===== src/rtl/fifo_packer_pkg.sv =====
// Shared types for the FIFO word packer.
// FSM encoding and count-width helper.
package packer_pkg;

    typedef enum logic [0:0] {
        PK_FILL,
        PK_FLUSH
    } pk_state_e;

    function automatic int cnt_width(input int pack);
        return $clog2(pack + 1);
    endfunction

endpackage


===== src/rtl/fifo_packer_if.sv =====
// Wide-beat valid/ready bundle from the packer to the datapath.
// Master drives the beat, slave returns ready.
interface fifo_packer_if
    import packer_pkg::*;
#(
    parameter int DWIDTH = 8,
    parameter int PACK   = 4
) ();

    localparam int CWIDTH = cnt_width(PACK);

    logic                   m_valid;
    logic                   m_ready;
    logic [PACK*DWIDTH-1:0] m_data;
    logic [CWIDTH-1:0]      m_cnt;
    logic                   m_last;

    modport master (
        output m_valid,
        output m_data,
        output m_cnt,
        output m_last,
        input  m_ready
    );

    modport slave (
        input  m_valid,
        input  m_data,
        input  m_cnt,
        input  m_last,
        output m_ready
    );

endinterface


===== src/rtl/fifo_packer.sv =====
// Packs PACK show-ahead FIFO words into one wide beat.
// Flush closes a partial beat; output slot is a registered stage.
module fifo_packer
    import packer_pkg::*;
#(
    parameter int DWIDTH = 8,
    parameter int PACK   = 4
) (
    input  logic              clk,
    input  logic              rst,
    input  logic              fifo_empty,
    input  logic [DWIDTH-1:0] fifo_dout,
    output logic              fifo_rden,
    input  logic              flush,
    fifo_packer_if.master     m,
    output logic              busy
);

    localparam int CWIDTH = cnt_width(PACK);
    localparam int BW     = PACK * DWIDTH;
    localparam logic [CWIDTH-1:0] FULL = CWIDTH'(PACK);

    pk_state_e         state_q, state_d;
    logic [BW-1:0]     acc_q, acc_d;
    logic [CWIDTH-1:0] cnt_q, cnt_d;
    logic [BW-1:0]     data_q, data_d;
    logic [CWIDTH-1:0] ocnt_q, ocnt_d;
    logic              last_q, last_d;
    logic              valid_q, valid_d;

    logic              ofree;
    logic              xfer;
    logic              pop;
    logic [CWIDTH-1:0] slot;

    always_comb begin
        ofree = ~valid_q | m.m_ready;
        xfer  = ofree & ((cnt_q == FULL) |
                ((state_q == PK_FLUSH) & (cnt_q != '0)));
        pop   = (state_q == PK_FILL) & ~fifo_empty &
                ((cnt_q < FULL) | xfer) & ~rst;
        slot  = xfer ? '0 : cnt_q;
    end

    always_comb begin
        acc_d = xfer ? '0 : acc_q;
        cnt_d = xfer ? '0 : cnt_q;
        if (pop) begin
            cnt_d = slot + CWIDTH'(1);
            for (int i = 0; i < PACK; i++) begin
                if (slot == CWIDTH'(i)) begin
                    acc_d[i*DWIDTH +: DWIDTH] = fifo_dout;
                end
            end
        end
    end

    always_comb begin
        data_d  = data_q;
        ocnt_d  = ocnt_q;
        last_d  = last_q;
        valid_d = valid_q;
        if (xfer) begin
            data_d  = acc_q;
            ocnt_d  = cnt_q;
            last_d  = (state_q == PK_FLUSH);
            valid_d = 1'b1;
        end else if (m.m_ready) begin
            valid_d = 1'b0;
        end
    end

    // A second flush while one is pending is dropped.
    always_comb begin
        state_d = state_q;
        unique case (state_q)
            PK_FILL: begin
                if (flush) state_d = PK_FLUSH;
            end
            PK_FLUSH: begin
                if (xfer || cnt_q == '0) state_d = PK_FILL;
            end
            default: state_d = PK_FILL;
        endcase
    end

    always_ff @(posedge clk or posedge rst) begin
        if (rst) begin
            state_q <= PK_FILL;
            acc_q   <= '0;
            cnt_q   <= '0;
            data_q  <= '0;
            ocnt_q  <= '0;
            last_q  <= 1'b0;
            valid_q <= 1'b0;
        end else begin
            state_q <= state_d;
            acc_q   <= acc_d;
            cnt_q   <= cnt_d;
            data_q  <= data_d;
            ocnt_q  <= ocnt_d;
            last_q  <= last_d;
            valid_q <= valid_d;
        end
    end

    assign fifo_rden = pop;
    assign m.m_valid = valid_q;
    assign m.m_data  = data_q;
    assign m.m_cnt   = ocnt_q;
    assign m.m_last  = last_q;
    assign busy      = (cnt_q != '0) | valid_q |
                       (state_q == PK_FLUSH);

endmodule


===== src/flat_wrapper.sv =====
// flat-port wrapper written by rule: the top's interface ports become plain ports
module fifo_packer_flat import packer_pkg::*;
#(
    parameter int DWIDTH = 8,
    parameter int PACK   = 4
)
  (clk, rst, fifo_empty, fifo_dout, fifo_rden, flush, busy, m_m_valid, m_m_data, m_m_cnt, m_m_last, m_m_ready);
  fifo_packer_if #(.DWIDTH(DWIDTH), .PACK(PACK)) m_i ();
  input  logic clk;
  input  logic rst;
  input  logic fifo_empty;
  input  logic [DWIDTH-1:0] fifo_dout;
  output logic fifo_rden;
  input  logic flush;
  output logic busy;
  output wire logic [$bits(m_i.m_valid)-1:0] m_m_valid;
  output wire logic [$bits(m_i.m_data)-1:0] m_m_data;
  output wire logic [$bits(m_i.m_cnt)-1:0] m_m_cnt;
  output wire logic [$bits(m_i.m_last)-1:0] m_m_last;
  input wire logic [$bits(m_i.m_ready)-1:0] m_m_ready;
  assign m_m_valid = m_i.m_valid;
  assign m_m_data = m_i.m_data;
  assign m_m_cnt = m_i.m_cnt;
  assign m_m_last = m_i.m_last;
  assign m_i.m_ready = m_m_ready;
  fifo_packer #(.DWIDTH(DWIDTH), .PACK(PACK)) u_core (.clk(clk), .rst(rst), .fifo_empty(fifo_empty), .fifo_dout(fifo_dout), .fifo_rden(fifo_rden), .flush(flush), .m(m_i), .busy(busy));
endmodule

===== config.mk =====
export PLATFORM = sky130hd
export DESIGN_NAME = fifo_packer_flat
export DESIGN_NICKNAME = d
export VERILOG_FILES = /design/src/rtl/fifo_packer_pkg.sv /design/src/rtl/fifo_packer_if.sv /design/src/rtl/fifo_packer.sv /design/src/flat_wrapper.sv
export SDC_FILE = /design/constraint.sdc
export NUM_CORES = 1
export LEC_CHECK = 0
export CAP_MARGIN = 25
export CORE_MARGIN = 2
export CORE_UTILIZATION = 25
export DETAILED_ROUTE_END_ITERATION = 12
export PLACE_DENSITY = 0.54
export SYNTH_ARGS = -nofsm -noshare
export SYNTH_HDL_FRONTEND = slang
export SYNTH_SLANG_ARGS = --single-unit

===== constraint.sdc =====
create_clock -name clk -period 3.2 [get_ports clk]
set_clock_uncertainty 0.15 [all_clocks]
set_input_delay 0.48 -clock clk [delete_from_list [all_inputs] [get_ports clk]]
set_output_delay 0.48 -clock clk [all_outputs]
set_load 0.02 [all_outputs]

After elaboration in Yosys (flattened, before gate mapping)
Index checks and enable logic that the tools add are counted.
{"block": "classes", "add_sub_neg": 1, "order_cmp": 1, "eq_ne": 4, "mux": 13, "bitwise": 14, "n_reduce_logical": 5}
{"cell": "$mux W32", "count": 2}
{"cell": "$mux W8", "count": 4}
{"cell": "$eq A3 B2 Y1 const B", "count": 2}
{"cell": "$logic_not A3 Y1", "count": 2}
{"cell": "$mux W3", "count": 2}
{"cell": "$and A1 B1 Y1", "count": 5}
{"cell": "$or A1 B1 Y1", "count": 5}
{"cell": "$mux W1", "count": 4}
{"cell": "$not A1 Y1", "count": 4}
{"cell": "$add A3 B1 Y3 const B", "count": 1}
{"cell": "$eq A3 B1 Y1 const B", "count": 1}
{"cell": "$eq A3 B3 Y1 const B", "count": 1}
{"cell": "$lt A3 B3 Y1 const B", "count": 1}
{"cell": "$reduce_bool A3 Y1", "count": 1}
{"cell": "$pmux W1 S2", "count": 1}
{"cell": "$reduce_bool A2 Y1", "count": 1}
{"cell": "$logic_or A1 B1 Y1", "count": 1}
{"block": "word_totals", "ff_bits": 73, "inputBits": 13, "wordCells": 45}

Logic depth before layout (Yosys ltp)
{"block": "depth", "ltp_word": 8, "mapped_depth": 10, "depth_no_buf": 9}

Least setup slack after synthesis
Ideal clock, no wire load.
{"block": "synth_timing", "path_type": "reg2reg", "from": "register u_core.valid_q (netlist: u_core.m.m_valid)", "to": "register u_core.acc_q[24]", "arrival_ns": 2.100, "t_required_ns": 2.982, "setup_slack_ns": 0.882, "path_stages_with_launch": 9, "n_path_buf": 2, "period_less_slack_ns": 2.318, "cell_sequence": "dfrtp_1 nor2b_1 o21ai_2 buf_2 ha_1 and2_1 clkbuf_1 a21oi_2 a32o_1"}
{"block": "synth_between", "elab_chain_cells": 7, "elab_cells_between_ends": 11}
{"element": "start, declared", "line_no": "fifo_packer.sv:29", "rtl": "logic valid_q, valid_d;"}
{"element": "start signal, assigned", "line_no": "fifo_packer.sv:103", "rtl": "valid_q <= valid_d;"}
{"element": "$not A1 Y1 (*)", "line_no": "fifo_packer.sv:37", "rtl": "ofree = ~valid_q | m.m_ready;"}
{"element": "$or A1 B1 Y1 (*)", "line_no": "fifo_packer.sv:37"}
{"element": "$and A1 B1 Y1 (*)", "line_no": "fifo_packer.sv:38", "rtl": "xfer = ofree & ((cnt_q == FULL) |"}
{"element": "$mux W3 / $or A1 B1 Y1 (equally long branches)", "line_no": "fifo_packer.sv:42, fifo_packer.sv:41"}
{"element": "$eq A3 B2 Y1 / $and A1 B1 Y1 (equally long branches)", "line_no": "fifo_packer.sv:51, fifo_packer.sv:40"}
{"element": "$mux W8 / $and A1 B1 Y1 (equally long branches)", "line_no": "fifo_packer.sv:51, fifo_packer.sv:41"}
{"element": "$mux W32 (*)", "line_no": "fifo_packer.sv:48", "rtl": "if (pop) begin"}
{"element": "net u_core.acc_d[24]", "line_no": "fifo_packer.sv:24", "rtl": "logic [BW-1:0] acc_q, acc_d;"}
{"element": "end signal, assigned", "line_no": "fifo_packer.sv:90", "rtl": "acc_q <= '0;"}
{"element": "end signal, assigned", "line_no": "fifo_packer.sv:98", "rtl": "acc_q <= acc_d;"}
{"element": "end, declared", "line_no": "fifo_packer.sv:24"}
The timed path passes the listed nets; every way through them passes the cells marked *.
A chain may end at the register's enable or synchronous reset.

Final worst setup path
{"block": "layout_timing", "from": "register u_core.state_q", "to": "output fifo_rden"}
{"block": "layout_between", "elab_chain_cells": 6, "elab_cells_between_ends": 8}
{"element": "start, declared", "line_no": "fifo_packer.sv:23", "rtl": "pk_state_e state_q, state_d;"}
{"element": "start signal, assigned", "line_no": "fifo_packer.sv:97", "rtl": "state_q <= state_d;"}
{"element": "$and A1 B1 Y1", "line_no": "fifo_packer.sv:39", "rtl": "((state_q == PK_FLUSH) & (cnt_q != '0)));"}
{"element": "$or A1 B1 Y1", "line_no": "fifo_packer.sv:38"}
{"element": "$and A1 B1 Y1", "line_no": "fifo_packer.sv:38"}
{"element": "$or A1 B1 Y1", "line_no": "fifo_packer.sv:41", "rtl": "((cnt_q < FULL) | xfer) & ~rst;"}
{"element": "$and A1 B1 Y1 (*)", "line_no": "fifo_packer.sv:40", "rtl": "pop = (state_q == PK_FILL) & ~fifo_empty &"}
{"element": "$and A1 B1 Y1 (*)", "line_no": "fifo_packer.sv:41"}
{"element": "end, declared", "line_no": "flat_wrapper.sv:13", "rtl": "output logic fifo_rden;"}
Every way passes the cells marked *; elsewhere a longest branch is shown, timed or not.

==> impl_metrics.csv <==
group,metric,value,unit
synth,async_flop_share,100,%
synth,yosys_warnings,0,
sta,fmax,382,MHz
synth,ys.flop_type,"dfrtp_1",
placed_design,dp_hpwl,4500,um
layout,finalInstanceArea,3920,sq um
hold_path,worstHoldStart,"u_core.m.m_cnt[0]",
layout,areaGrowthSynthToFinish,32.8,%
clock_tree,cts-root-buf,"clkbuf_16",
layout,drive_gt1_share,20.2,%
floorplanning,start_util,25.7,%
layout,seq_area,1830,sq um
synth,syn_avg_cell_area,15.0,sq um
hold_path,hp-class,"flop to flop",
global_route,antenna_found_initial,0,
synth,synth_most_common_cell,"dfrtp_1",
global_route,globalRoute.totalOverflow,0,
clock_tree,ctsHtreeMaxLevel,3,
power,finalPower,3.16,mW
synth,synth_cells,197,
route,vias,1844,
worst_setup_path,critPathKind,"flop to output pin",
sta,timing.final.ws_setup,0.581,ns
placed_design,placed_area,3620,sq um
worst_setup_path,reg2reg_to,"u_core.acc_q[25]",
sta,holdWs,0.334,ns
clock_tree,cts.clk_slew.worst_paths,0.06,ns
synth,ys_ff_latch,73,
sta,max_slew_margin,54.5,%
route,first_pass_iters,4,
floorplanning,io-pin-count,52,
power,peakVddDrop,0.000277,V
route,ant_nets,0,
sta,rsz0062_at_grt,"false",
worst_setup_path,cp_max_fo,11,
synth,synth_area,2950,sq um
worst_setup_path,cp.arrival,1.99,ns
sta,layout_min_cycle_time,2.62,ns
placed_design,dp_slack,0.421,ns
clock_tree,clockBufferDepth,2,
placed_design,portBuffers,51,
floorplanning,die_w,113,um
clock_tree,postCtsHoldBufs,0,
global_route,grt_pass1_vias,1892,
synth,netlist-cell-type-count,33,
synth,yosys-top-cells-count,"dfrtp_1 (73), a32o_1 (24), mux2_1 (13), mux2_2 (13), mux2_4 (10)",
sta,tns,0,ns
worst_setup_path,reg2reg_from,"u_core.state_q",
flow_run,cap_violations,0,
route,via_per_inst,4.60,
sta,setup_viol,0,
floorplanning,core_area,11500,sq um
power,power_leakage,1.78,nW
clock_tree,clock_latency,0.33,ns
floorplanning,die_y,113,um
synth,synth_edf_count,0,
sta,timing.final.crit_share,81.8,%
layout,fill_cells,1097,
worst_setup_path,r2r_cells,8,
layout,diodes,0,
hold_path,whs_path_depth,1,
worst_setup_path,required,2.57,ns
synth,synth_area_leaders,"dfrtp_1 (62%), a32o_1 (8.1%), mux2_4 (5.1%)",
synth,synth_seq_area_share,61.9,%
worst_setup_path,end_kind,"output pin",
synth,synth_top_cell_by_area,"dfrtp_1",
clock_tree,post-cts-setup-buffer-count,0,
route,drt_iter0_markers,67,
synth,yosysTopAreaCellShare,61.9,%
global_route,grt_max_degree,45,
route,wl_per_cell,16.5,um
global_route,track_usage,11.0,%
sta,tightest_slew,0.664,ns
layout,multiInputGateArea,1030,sq um
sta,drv_slew,0,
route,drc,0,
layout,num-nets-final,270,
floorplanning,rows,39,
power,powerDensity,806,nW/um^2
global_route,grt_first_pass_wirelength,10600,um
clock_tree,tritoncts,"built",
clock_tree,cts_buffers,9,
placed_design,place_congestion,0.711,
clock_tree,ctsResizeCount,0,
route,routed_wl,6620,um
worst_setup_path,ff2ff_setup_slack,1.00,ns
synth,syn-num-nets,214,
clock_tree,clock-sinks,73,
floorplanning,dieArea,12700,sq um
status,status,"completed",
worst_setup_path,start_kind,"flop",
hold_path,whs_endpoint,"u_core.m.m_cnt[0]",
sta,finalHoldViolCount,0,
metrics by stage:
stage | util [%] | cells
after detailed placement | 31.6 | 385
after CTS | 34.2 | 401
after floorplan | - | 197
final | 34.2 | 401
after global routing | 34.2 | 401
after global placement | 31.6 | 385
registers in the layout, summed over array words and instances (netlist names):
name              count
u_core.state_q        1
u_core.m.m_last       1
u_core.m.m_valid      1
u_core.m.m_data      32
u_core.cnt_q          3
u_core.acc_q         32
u_core.m.m_cnt        3
power by group:
part	internal [mW]	leakage (nW)	total (mW)	switching, mW
Sequential	1.14	0.989	1.28	0.136
Combinational	0.483	0.648	0.886	0.402
Clock	0.603	0.146	0.992	0.390
Total	2.23	1.78	3.16	0.928
worst max path at each step:
| stage | startpoint | to | slack, ns |
|---|---|---|---|
| 2_1_floorplan | rst | u_core.acc_q[0] | 0.72 |
| 3_3_place_gp | m_m_ready | u_core.acc_q[31] | 0.49 |
| 3_5_place_dp | m_m_ready | u_core.acc_q[25] | 0.42 |
| 4_1_cts | m_m_ready | fifo_rden | 0.56 |
| 5_1_grt | u_core.state_q | fifo_rden | 0.45 |
| 6_report | u_core.state_q | fifo_rden | 0.58 |
critical path, cell delays in order, from the launching register on:
cell and delay (ns):
dfrtp_1 0.52, o21ba_2 0.21, o21ai_2 0.16, nand2_1 0.10, inv_1 0.06, clkdlybuf4s50_1 0.59
area by class of cell:
type | count | area share (%)
clock buffers | 9 | 5.75
clock inverters | 7 | 1.79
inverters | 6 | 0.575
multi-input cells | 106 | 26.2
flip-flops and latches | 73 | 46.6
well taps | 143 | 4.57
repair buffers | 57 | 14.5
layer usage:
metal  up-vias  global-route usage, %  routed length [um]
met1       928                   16.2                3350
met4         0                   3.66                  77
met2        45                   15.0                2910
li1        864                      -                   -
met3         7                   3.78                 283
met5         -                      0                   0
logic make-up (layout without fill, tap and decap cells):
logic type	count (synthesis)	count (layout)	synth area share, %
muxes	37	37	15.4
AOI/OAI and AO/OA	47	47	14.3
buffers and inverters	18	79	3.56
adders and majority gates	4	4	1.70
and+or+nand+nor	18	18	3.18
DFF	73	73	61.9
layout by cell type (no fill, tap or decap), types with 5 or more instances in the layout:
cell / count
a22o_1: 8
a32o_1: 24
buf_4: 5
clkbuf_16: 9
clkdlybuf4s50_1: 51
dfrtp_1: 73
inv_1: 5
mux2_1: 13
mux2_2: 13
mux2_4: 10
nand2_1: 6
No activity file was read; power rests on OpenSTA's default activity.
